**config.mk**
```make
export PLATFORM = sky130hd
export DESIGN_NAME = axi_lite_slave_regfile_flat
export DESIGN_NICKNAME = d
export VERILOG_FILES = /design/src/rtl/axi_lite_slave_regfile_if.sv /design/src/rtl/axi_lite_slave_regfile.sv /design/src/flat_wrapper.sv
export SDC_FILE = /design/constraint.sdc
export NUM_CORES = 1
export LEC_CHECK = 0
export CAP_MARGIN = 10
export CORE_MARGIN = 2
export CORE_UTILIZATION = 45
export DETAILED_ROUTE_END_ITERATION = 7
export GPL_ROUTABILITY_DRIVEN = 0
export GPL_TIMING_DRIVEN = 0
export HOLD_SLACK_MARGIN = 0.05
export PLACE_DENSITY = 0.73
export SETUP_SLACK_MARGIN = 0.4
export SYNTH_ARGS = -nofsm -noshare
export SYNTH_HDL_FRONTEND = slang
export SYNTH_SLANG_ARGS = --single-unit
```
**constraint.sdc**
```tcl
create_clock -name clk -period 5.9 [get_ports clk]
set_clock_uncertainty 0.05 [all_clocks]
set_input_delay 1.475 -clock clk [delete_from_list [all_inputs] [get_ports clk]]
set_output_delay 1.475 -clock clk [all_outputs]
set_load 0.05 [all_outputs]
```
**src/rtl/axi_lite_slave_regfile_if.sv**
```systemverilog
// AXI4-lite signal bundle for the register-file slave; master drives requests,
// slave drives ready/response signals.
interface axi_lite_slave_regfile_if #(
  parameter int unsigned DATA_SIZE = 32,
  parameter int unsigned ADDR_SIZE = 32,
  parameter int unsigned ID_SIZE   = 32
);
  logic                 awvalid;
  logic                 awready;
  logic [ADDR_SIZE-1:0] awaddr;
  logic [ID_SIZE-1:0]   awid;
  logic                 awsize;
  logic                 wvalid;
  logic                 wready;
  logic [DATA_SIZE-1:0] wdata;
  logic                 wlast;
  logic                 bvalid;
  logic                 bready;
  logic                 bresp;
  logic [ID_SIZE-1:0]   bid;
  logic                 arvalid;
  logic                 arready;
  logic [ADDR_SIZE-1:0] araddr;
  logic [ID_SIZE-1:0]   arid;
  logic                 arsize;
  logic                 rvalid;
  logic                 rready;
  logic [DATA_SIZE-1:0] rdata;
  logic                 rlast;
  logic [ID_SIZE-1:0]   rid;
  logic                 rresp;

  modport master (
    output awvalid, awaddr, awid, awsize, wvalid, wdata, wlast, bready,
           arvalid, araddr, arid, arsize, rready,
    input  awready, wready, bvalid, bresp, bid, arready, rvalid, rdata, rlast, rid, rresp
  );

  modport slave (
    input  awvalid, awaddr, awid, awsize, wvalid, wdata, wlast, bready,
           arvalid, araddr, arid, arsize, rready,
    output awready, wready, bvalid, bresp, bid, arready, rvalid, rdata, rlast, rid, rresp
  );
endinterface

```
**src/rtl/axi_lite_slave_regfile.sv**
```systemverilog
// AXI4-lite slave register bank with independent write and read FSMs.
// Define AXIL_REGFILE_ADDR_CHECK_EN to reject misaligned/out-of-range addresses.
module axi_lite_slave_regfile #(
  parameter int unsigned          DATA_SIZE = 32,
  parameter int unsigned          ADDR_SIZE = 32,
  parameter int unsigned          ID_SIZE   = 32,
  parameter int unsigned          NUM_REGS  = 16,
  parameter logic [ADDR_SIZE-1:0] BASE_ADDR = '0
) (
  input logic                     clk,
  input logic                     reset_n,
  axi_lite_slave_regfile_if.slave bus
);
  localparam int unsigned IdxW = $clog2(NUM_REGS);

  typedef enum logic [1:0] {WrIdle, WrData, WrResp} wr_state_e;
  typedef enum logic [0:0] {RdIdle, RdData} rd_state_e;

  wr_state_e wr_state_q, wr_state_d;
  rd_state_e rd_state_q, rd_state_d;

  // Holds both ready signals low for the first cycle after reset.
  logic live_q;

  logic [DATA_SIZE-1:0] regs_q [NUM_REGS];
  logic [IdxW-1:0]      aw_idx_q;
  logic                 aw_err_q;
  logic [ID_SIZE-1:0]   awid_q;
  logic [DATA_SIZE-1:0] rdata_q;
  logic [ID_SIZE-1:0]   rid_q;
  logic                 rresp_q;

  logic [ADDR_SIZE-1:0] aw_off, ar_off;
  logic [IdxW-1:0]      aw_idx, ar_idx;
  logic                 aw_err, ar_err;
  logic                 aw_hs, w_hs, b_hs, ar_hs, r_hs;
  logic                 unused_ok;

  assign unused_ok = ^{bus.awsize, bus.arsize, bus.wlast};

  assign aw_off = bus.awaddr - BASE_ADDR;
  assign ar_off = bus.araddr - BASE_ADDR;
  assign aw_idx = aw_off[2 +: IdxW];
  assign ar_idx = ar_off[2 +: IdxW];

`ifdef AXIL_REGFILE_ADDR_CHECK_EN
  localparam logic [ADDR_SIZE:0] AddrLim = {1'b0, BASE_ADDR} + (ADDR_SIZE+1)'(4 * NUM_REGS);
  assign aw_err = (bus.awaddr < BASE_ADDR) || ({1'b0, bus.awaddr} >= AddrLim)
                  || (bus.awaddr[1:0] != 2'b00);
  assign ar_err = (bus.araddr < BASE_ADDR) || ({1'b0, bus.araddr} >= AddrLim)
                  || (bus.araddr[1:0] != 2'b00);
`else
  assign aw_err = 1'b0;
  assign ar_err = 1'b0;
`endif

  assign aw_hs = bus.awvalid & bus.awready;
  assign w_hs  = bus.wvalid  & bus.wready;
  assign b_hs  = bus.bvalid  & bus.bready;
  assign ar_hs = bus.arvalid & bus.arready;
  assign r_hs  = bus.rvalid  & bus.rready;

  always_comb begin
    wr_state_d  = wr_state_q;
    bus.awready = 1'b0;
    bus.wready  = 1'b0;
    bus.bvalid  = 1'b0;
    unique case (wr_state_q)
      WrIdle: begin
        bus.awready = live_q;
        if (bus.awvalid && live_q) wr_state_d = WrData;
      end
      WrData: begin
        bus.wready = 1'b1;
        if (bus.wvalid) wr_state_d = WrResp;
      end
      WrResp: begin
        bus.bvalid = 1'b1;
        if (bus.bready) wr_state_d = WrIdle;
      end
      default: wr_state_d = WrIdle;
    endcase
  end

  assign bus.bid   = bus.bvalid ? awid_q   : '0;
  assign bus.bresp = bus.bvalid ? aw_err_q : 1'b0;

  always_comb begin
    rd_state_d  = rd_state_q;
    bus.arready = 1'b0;
    bus.rvalid  = 1'b0;
    unique case (rd_state_q)
      RdIdle: begin
        bus.arready = live_q;
        if (bus.arvalid && live_q) rd_state_d = RdData;
      end
      RdData: begin
        bus.rvalid = 1'b1;
        if (bus.rready) rd_state_d = RdIdle;
      end
      default: rd_state_d = RdIdle;
    endcase
  end

  assign bus.rlast = bus.rvalid;
  assign bus.rdata = rdata_q;
  assign bus.rid   = rid_q;
  assign bus.rresp = rresp_q;

  always_ff @(posedge clk) begin
    if (!reset_n) begin
      wr_state_q <= WrIdle;
      rd_state_q <= RdIdle;
      live_q     <= 1'b0;
      aw_idx_q   <= '0;
      aw_err_q   <= 1'b0;
      awid_q     <= '0;
    end else begin
      wr_state_q <= wr_state_d;
      rd_state_q <= rd_state_d;
      live_q     <= 1'b1;
      if (aw_hs) begin
        aw_idx_q <= aw_idx;
        aw_err_q <= aw_err;
        awid_q   <= bus.awid;
      end
    end
  end

  // Read capture uses the pre-write register value when W lands on the same edge.
  always_ff @(posedge clk) begin
    if (!reset_n) begin
      rdata_q <= '0;
      rid_q   <= '0;
      rresp_q <= 1'b0;
    end else if (ar_hs) begin
      rdata_q <= ar_err ? '0 : regs_q[ar_idx];
      rid_q   <= bus.arid;
      rresp_q <= ar_err;
    end else if (r_hs) begin
      rdata_q <= '0;
      rid_q   <= '0;
      rresp_q <= 1'b0;
    end
  end

  always_ff @(posedge clk) begin
    if (!reset_n) begin
      for (int i = 0; i < NUM_REGS; i++) regs_q[i] <= '0;
    end else if (w_hs && !aw_err_q) begin
      regs_q[aw_idx_q] <= bus.wdata;
    end
  end
endmodule
```
**src/flat_wrapper.sv**
```systemverilog
// flat-port wrapper written by rule: the top's interface ports become plain ports
module axi_lite_slave_regfile_flat 
#(
  parameter int unsigned          DATA_SIZE = 32,
  parameter int unsigned          ADDR_SIZE = 32,
  parameter int unsigned          ID_SIZE   = 32,
  parameter int unsigned          NUM_REGS  = 16,
  parameter logic [ADDR_SIZE-1:0] BASE_ADDR = '0
)
  (clk, reset_n, bus_awvalid, bus_awaddr, bus_awid, bus_awsize, bus_wvalid, bus_wdata, bus_wlast, bus_bready, bus_arvalid, bus_araddr, bus_arid, bus_arsize, bus_rready, bus_awready, bus_wready, bus_bvalid, bus_bresp, bus_bid, bus_arready, bus_rvalid, bus_rdata, bus_rlast, bus_rid, bus_rresp);
  axi_lite_slave_regfile_if #(.DATA_SIZE(DATA_SIZE), .ADDR_SIZE(ADDR_SIZE), .ID_SIZE(ID_SIZE)) bus_i ();
  input logic clk;
  input logic reset_n;
  input wire logic [$bits(bus_i.awvalid)-1:0] bus_awvalid;
  input wire logic [$bits(bus_i.awaddr)-1:0] bus_awaddr;
  input wire logic [$bits(bus_i.awid)-1:0] bus_awid;
  input wire logic [$bits(bus_i.awsize)-1:0] bus_awsize;
  input wire logic [$bits(bus_i.wvalid)-1:0] bus_wvalid;
  input wire logic [$bits(bus_i.wdata)-1:0] bus_wdata;
  input wire logic [$bits(bus_i.wlast)-1:0] bus_wlast;
  input wire logic [$bits(bus_i.bready)-1:0] bus_bready;
  input wire logic [$bits(bus_i.arvalid)-1:0] bus_arvalid;
  input wire logic [$bits(bus_i.araddr)-1:0] bus_araddr;
  input wire logic [$bits(bus_i.arid)-1:0] bus_arid;
  input wire logic [$bits(bus_i.arsize)-1:0] bus_arsize;
  input wire logic [$bits(bus_i.rready)-1:0] bus_rready;
  output wire logic [$bits(bus_i.awready)-1:0] bus_awready;
  output wire logic [$bits(bus_i.wready)-1:0] bus_wready;
  output wire logic [$bits(bus_i.bvalid)-1:0] bus_bvalid;
  output wire logic [$bits(bus_i.bresp)-1:0] bus_bresp;
  output wire logic [$bits(bus_i.bid)-1:0] bus_bid;
  output wire logic [$bits(bus_i.arready)-1:0] bus_arready;
  output wire logic [$bits(bus_i.rvalid)-1:0] bus_rvalid;
  output wire logic [$bits(bus_i.rdata)-1:0] bus_rdata;
  output wire logic [$bits(bus_i.rlast)-1:0] bus_rlast;
  output wire logic [$bits(bus_i.rid)-1:0] bus_rid;
  output wire logic [$bits(bus_i.rresp)-1:0] bus_rresp;
  assign bus_i.awvalid = bus_awvalid;
  assign bus_i.awaddr = bus_awaddr;
  assign bus_i.awid = bus_awid;
  assign bus_i.awsize = bus_awsize;
  assign bus_i.wvalid = bus_wvalid;
  assign bus_i.wdata = bus_wdata;
  assign bus_i.wlast = bus_wlast;
  assign bus_i.bready = bus_bready;
  assign bus_i.arvalid = bus_arvalid;
  assign bus_i.araddr = bus_araddr;
  assign bus_i.arid = bus_arid;
  assign bus_i.arsize = bus_arsize;
  assign bus_i.rready = bus_rready;
  assign bus_awready = bus_i.awready;
  assign bus_wready = bus_i.wready;
  assign bus_bvalid = bus_i.bvalid;
  assign bus_bresp = bus_i.bresp;
  assign bus_bid = bus_i.bid;
  assign bus_arready = bus_i.arready;
  assign bus_rvalid = bus_i.rvalid;
  assign bus_rdata = bus_i.rdata;
  assign bus_rlast = bus_i.rlast;
  assign bus_rid = bus_i.rid;
  assign bus_rresp = bus_i.rresp;
  axi_lite_slave_regfile #(.DATA_SIZE(DATA_SIZE), .ADDR_SIZE(ADDR_SIZE), .ID_SIZE(ID_SIZE), .NUM_REGS(NUM_REGS), .BASE_ADDR(BASE_ADDR)) u_core (.clk(clk), .reset_n(reset_n), .bus(bus_i));
endmodule
```
==> metrics.csv <==
stage;metric;value;unit
status;status;finished, final reports clean;
worst_setup_path;Reg2Reg Launch Point;u_core.aw_idx_q[1];
worst_setup_path;CP Launch Type;flop;
yosys;synth warn;0;
yosys;Seq/Total Area, Yosys;0.640;
worst_setup_path;CP cell instances;clkbuf_2, nor2b_1, clkbuf_1, and2_1, clkdlybuf4s50_1;
clock_tree;cts repair resizes;0;
timing;Slew @ Worst Pin;1.25;ns
floorplan;io pins;274;
yosys;Post-synth ARST share;0;
power_and_ir_drop;clock network power share;0.419;
yosys;Post-synth EDFFs;512;
flow_run;max_cap viols;0;
worst_setup_path;WP data required;4.38;ns
clock_tree;CTS root buf;clkbuf_16;
worst_setup_path;CP max stage cell;clkdlybuf4s50_1;
power_and_ir_drop;sequential share of power;0.499;
yosys;Synth Instances;1848;
yosys;Yosys reg bits;616;
global_route;gr usage total;0.255;
drt;WL/cell;26.7;µm
timing;max_slew headroom;0.169;
floorplan;core box area;60100;µm²
worst_setup_path;endpoint type of the worst setup path;primary output;
drt;Detail Route Antenna Nets;0;
worst_setup_path;FF-to-FF setup slack;3.06;ns
power_and_ir_drop;Logic pwr share;0.082;
timing;min Tclk post-route;4.47;ns
placed_design;hpwl dp;51.2;mm
global_route;largest net degree at the start of global routing;25;
yosys;area leader, netlist;edfxtp_1;
power_and_ir_drop;Max VDD drop;0.192;mV
clock_tree;Post-CTS Hold Fix Bufs;0;
worst_setup_path;R2R depth;4;
drt;total iterations of the first detailed-routing run;8;
finish;Storage cell area;17500;µm²
drt;DR vias;17124;
finish;number of diodes;0;
global_route;grt total ovfl;0;
clock_tree;CTS tree;yes;
worst_setup_path;worst-path maximum fanout;10;
yosys;Main synth FF type;edfxtp_1;
hold_path;endpoint of the worst hold path;u_core.awid_q[23];
worst_setup_path;Worst EP arrival;2.95;ns
yosys;top cell type's share of synthesized area;0.563;
timing;post-route clock period utilization;0.758;
hold_path;worst hold path class;flop to flop;
power_and_ir_drop;Sw Ratio;0.232;
timing;setup violators final;0;
finish;P&R area growth vs syn;20.5;%
timing;final hold viol count;0;
yosys;mapped cell area;27300;µm²
timing;unrepaired setup endpoints after global routing;no;
timing;Max Fclk;224;MHz
power_and_ir_drop;Pleak;12.0;nW
power_and_ir_drop;PD cells;299;nW/µm²
clock_tree;clk slew on worst S/H paths;0.06;ns
worst_setup_path;Setup Crit Path Kind;flop to primary output;
global_route;initial antenna violation count;1;
clock_tree;H-tree level count;3;
floorplan;# rows;90;
placed_design;port bufs;209;
clock_tree;Clock Tree Buf Depth;3;
finish;Finished Layout Cells;2976;
yosys;Distinct cells, synth;33;
floorplan;die width;250;µm
clock_tree;CTS buffer count;66;
clock_tree;clk_lat worst skew;0.62;ns
placed_design;Inst Count DP;2856;
drt;DRC;0;
hold_path;Min-Delay Startpoint;u_core.awid_q[23];
clock_tree;post-CTS setup buffer count;0;
global_route;first-pass GRT wire length;116;mm
finish;layout cell share with drive strength beyond 1;0.158;
global_route;vias in the first global route;17559;
worst_setup_path;Crit Reg-Reg Endpoint;u_core.regs_q[11][14];
finish;multi-input logic area;9120;µm²
finish;nets;2312;
timing;Max Slew Vio Count;0;
drt;vias per inst;5.75;
power_and_ir_drop;Switch Pwr;2.28;mW
clock_tree;CTS Sinks;616;
floorplan;die area;62600;µm²
finish;fillers;4792;
yosys;Synth area leaders;edfxtp_1 (56%), and2_1 (12%), mux4_2 (11%), dfxtp_1 (7.6%), mux2i_1 (2.3%);
hold_path;Hold Path Depth;2;
drt;total wire length;79.3;mm
timing;total negative slack;0;ns
worst_setup_path;CP max stage delay;0.80;ns
yosys;syn_area_per_cell;14.8;µm²
floorplan;Die Height;250;µm
floorplan;Starting Density;0.454;
drt;DR iter-0 viols;2136;
power_and_ir_drop;Pint;7.56;mW
worst max path at each step:
stage	startpoint	endpoint	slack, ns
after global routing	u_core.wr_state_q[1]	bus_bid[9]	1.24
after global placement	reset_n	u_core.regs_q[12][8]	0.18
after detailed placement	reset_n	u_core.regs_q[10][12]	1.02
after floorplan	reset_n	u_core.regs_q[12][0]	2.49
after CTS	u_core.wr_state_q[0]	bus_bid[1]	1.35
final	u_core.wr_state_q[0]	bus_bid[9]	1.43
registers in the layout (all words and copies together), names as in the netlist:
name               flops
u_core.awid_q         32
u_core.bus.rdata      32
u_core.regs_q        512
u_core.aw_idx_q        4
u_core.bus.rid        32
u_core.wr_state_q      2
u_core.rd_state_q      1
u_core.live_q          1
synthesized netlist by cell type, types with 2 or more instances:
cell type  count
and2_1       544
edfxtp_1     512
mux4_2       128
nand2_1      106
dfxtp_1      104
clkbuf_1      96
a21boi_0      69
mux2i_1       64
nand3_1       33
nand4_1       32
o221ai_1      32
buf_2         30
clkbuf_2      28
nand2b_1      18
nor3_4        12
buf_4         10
nor2b_1        5
nor4_4         4
buf_1          3
buf_6          2
nand2b_4       2
nand3b_1       2
o21a_1         2
stage by stage:
stage / setup WS (ns) / total power [mW] / instance area, µm² / util / hold slack [ns]
floorplan: 2.49 / 5.44 / 27300 / - / 0.389
global placement: 0.183 / 5.77 / 30400 / 0.505 / 0.398
detailed placement: 1.02 / 5.81 / 30700 / 0.511 / 0.404
CTS: 1.35 / 9.86 / 32900 / 0.547 / 0.411
global route: 1.24 / 10.1 / 32900 / 0.547 / 0.423
finish: 1.43 / 9.84 / 32900 / 0.547 / 0.407
worst max-delay path: cells and delay by family (launching register included):
kind                   cells  cell delay (ns)
buffers and inverters      3             1.39
flip-flops                 1             0.30
AND/OR/NAND/NOR            2             0.66
per-layer routing:
layer / vias to the layer above / track usage / part of all wire
met1: 8613 / 0.327 / 0.38
met4: 2 / 0.102 / 0.040
li1: 7335 / - / -
met5: - / 0 / 0.00014
met3: 191 / 0.0634 / 0.10
met2: 983 / 0.419 / 0.48
power groups by stage:
stage	Combinational (mW)	Sequential [mW]	Clock, mW
floorplan	0.383	5.05	0
global placement	0.765	5.00	0
detailed placement	0.807	5.00	0
CTS	0.810	4.91	4.14
global route	0.852	4.92	4.32
finish	0.812	4.91	4.12
cell type report:
cell class / count / share of cell area
plain buffers: 169 / 0.0231
repair buffers: 225 / 0.0738
clock inverters: 25 / 0.00826
well taps: 782 / 0.0298
clock buffers: 95 / 0.0567
flip-flops and latches: 616 / 0.531
multi-input cells: 1064 / 0.277
logic make-up (layout without fill, tap and decap cells):
family | after synthesis | in the layout | synth area share
AO/OA/AOI/OAI | 103 | 103 | 0.0298
buffers and inverters | 169 | 514 | 0.0278
flip-flops | 616 | 616 | 0.640
multiplexers | 192 | 192 | 0.129
other | 1 | 2 | 0.000137
AND/OR/NAND/NOR | 767 | 767 | 0.174
cell usage in the layout, fill, tap and decap left out, types with 4 or more instances in the layout:
cell / count
nand2b_2: 16
clkbuf_2: 28
a21boi_0: 69
nand3_1: 33
o221ai_1: 32
mux2i_1: 64
nor4_4: 4
nand4_1: 32
mux4_2: 128
clkbuf_8: 6
and2_1: 544
nand2_1: 106
nor3_4: 12
nor2b_1: 5
edfxtp_1: 512
clkdlybuf4s50_1: 209
buf_4: 10
buf_12: 14
clkbuf_16: 68
clkbuf_1: 117
clkinv_1: 5
bufinv_16: 4
clkinv_2: 7
buf_2: 30
dfxtp_1: 104
(Power assumes the default switching activity.)
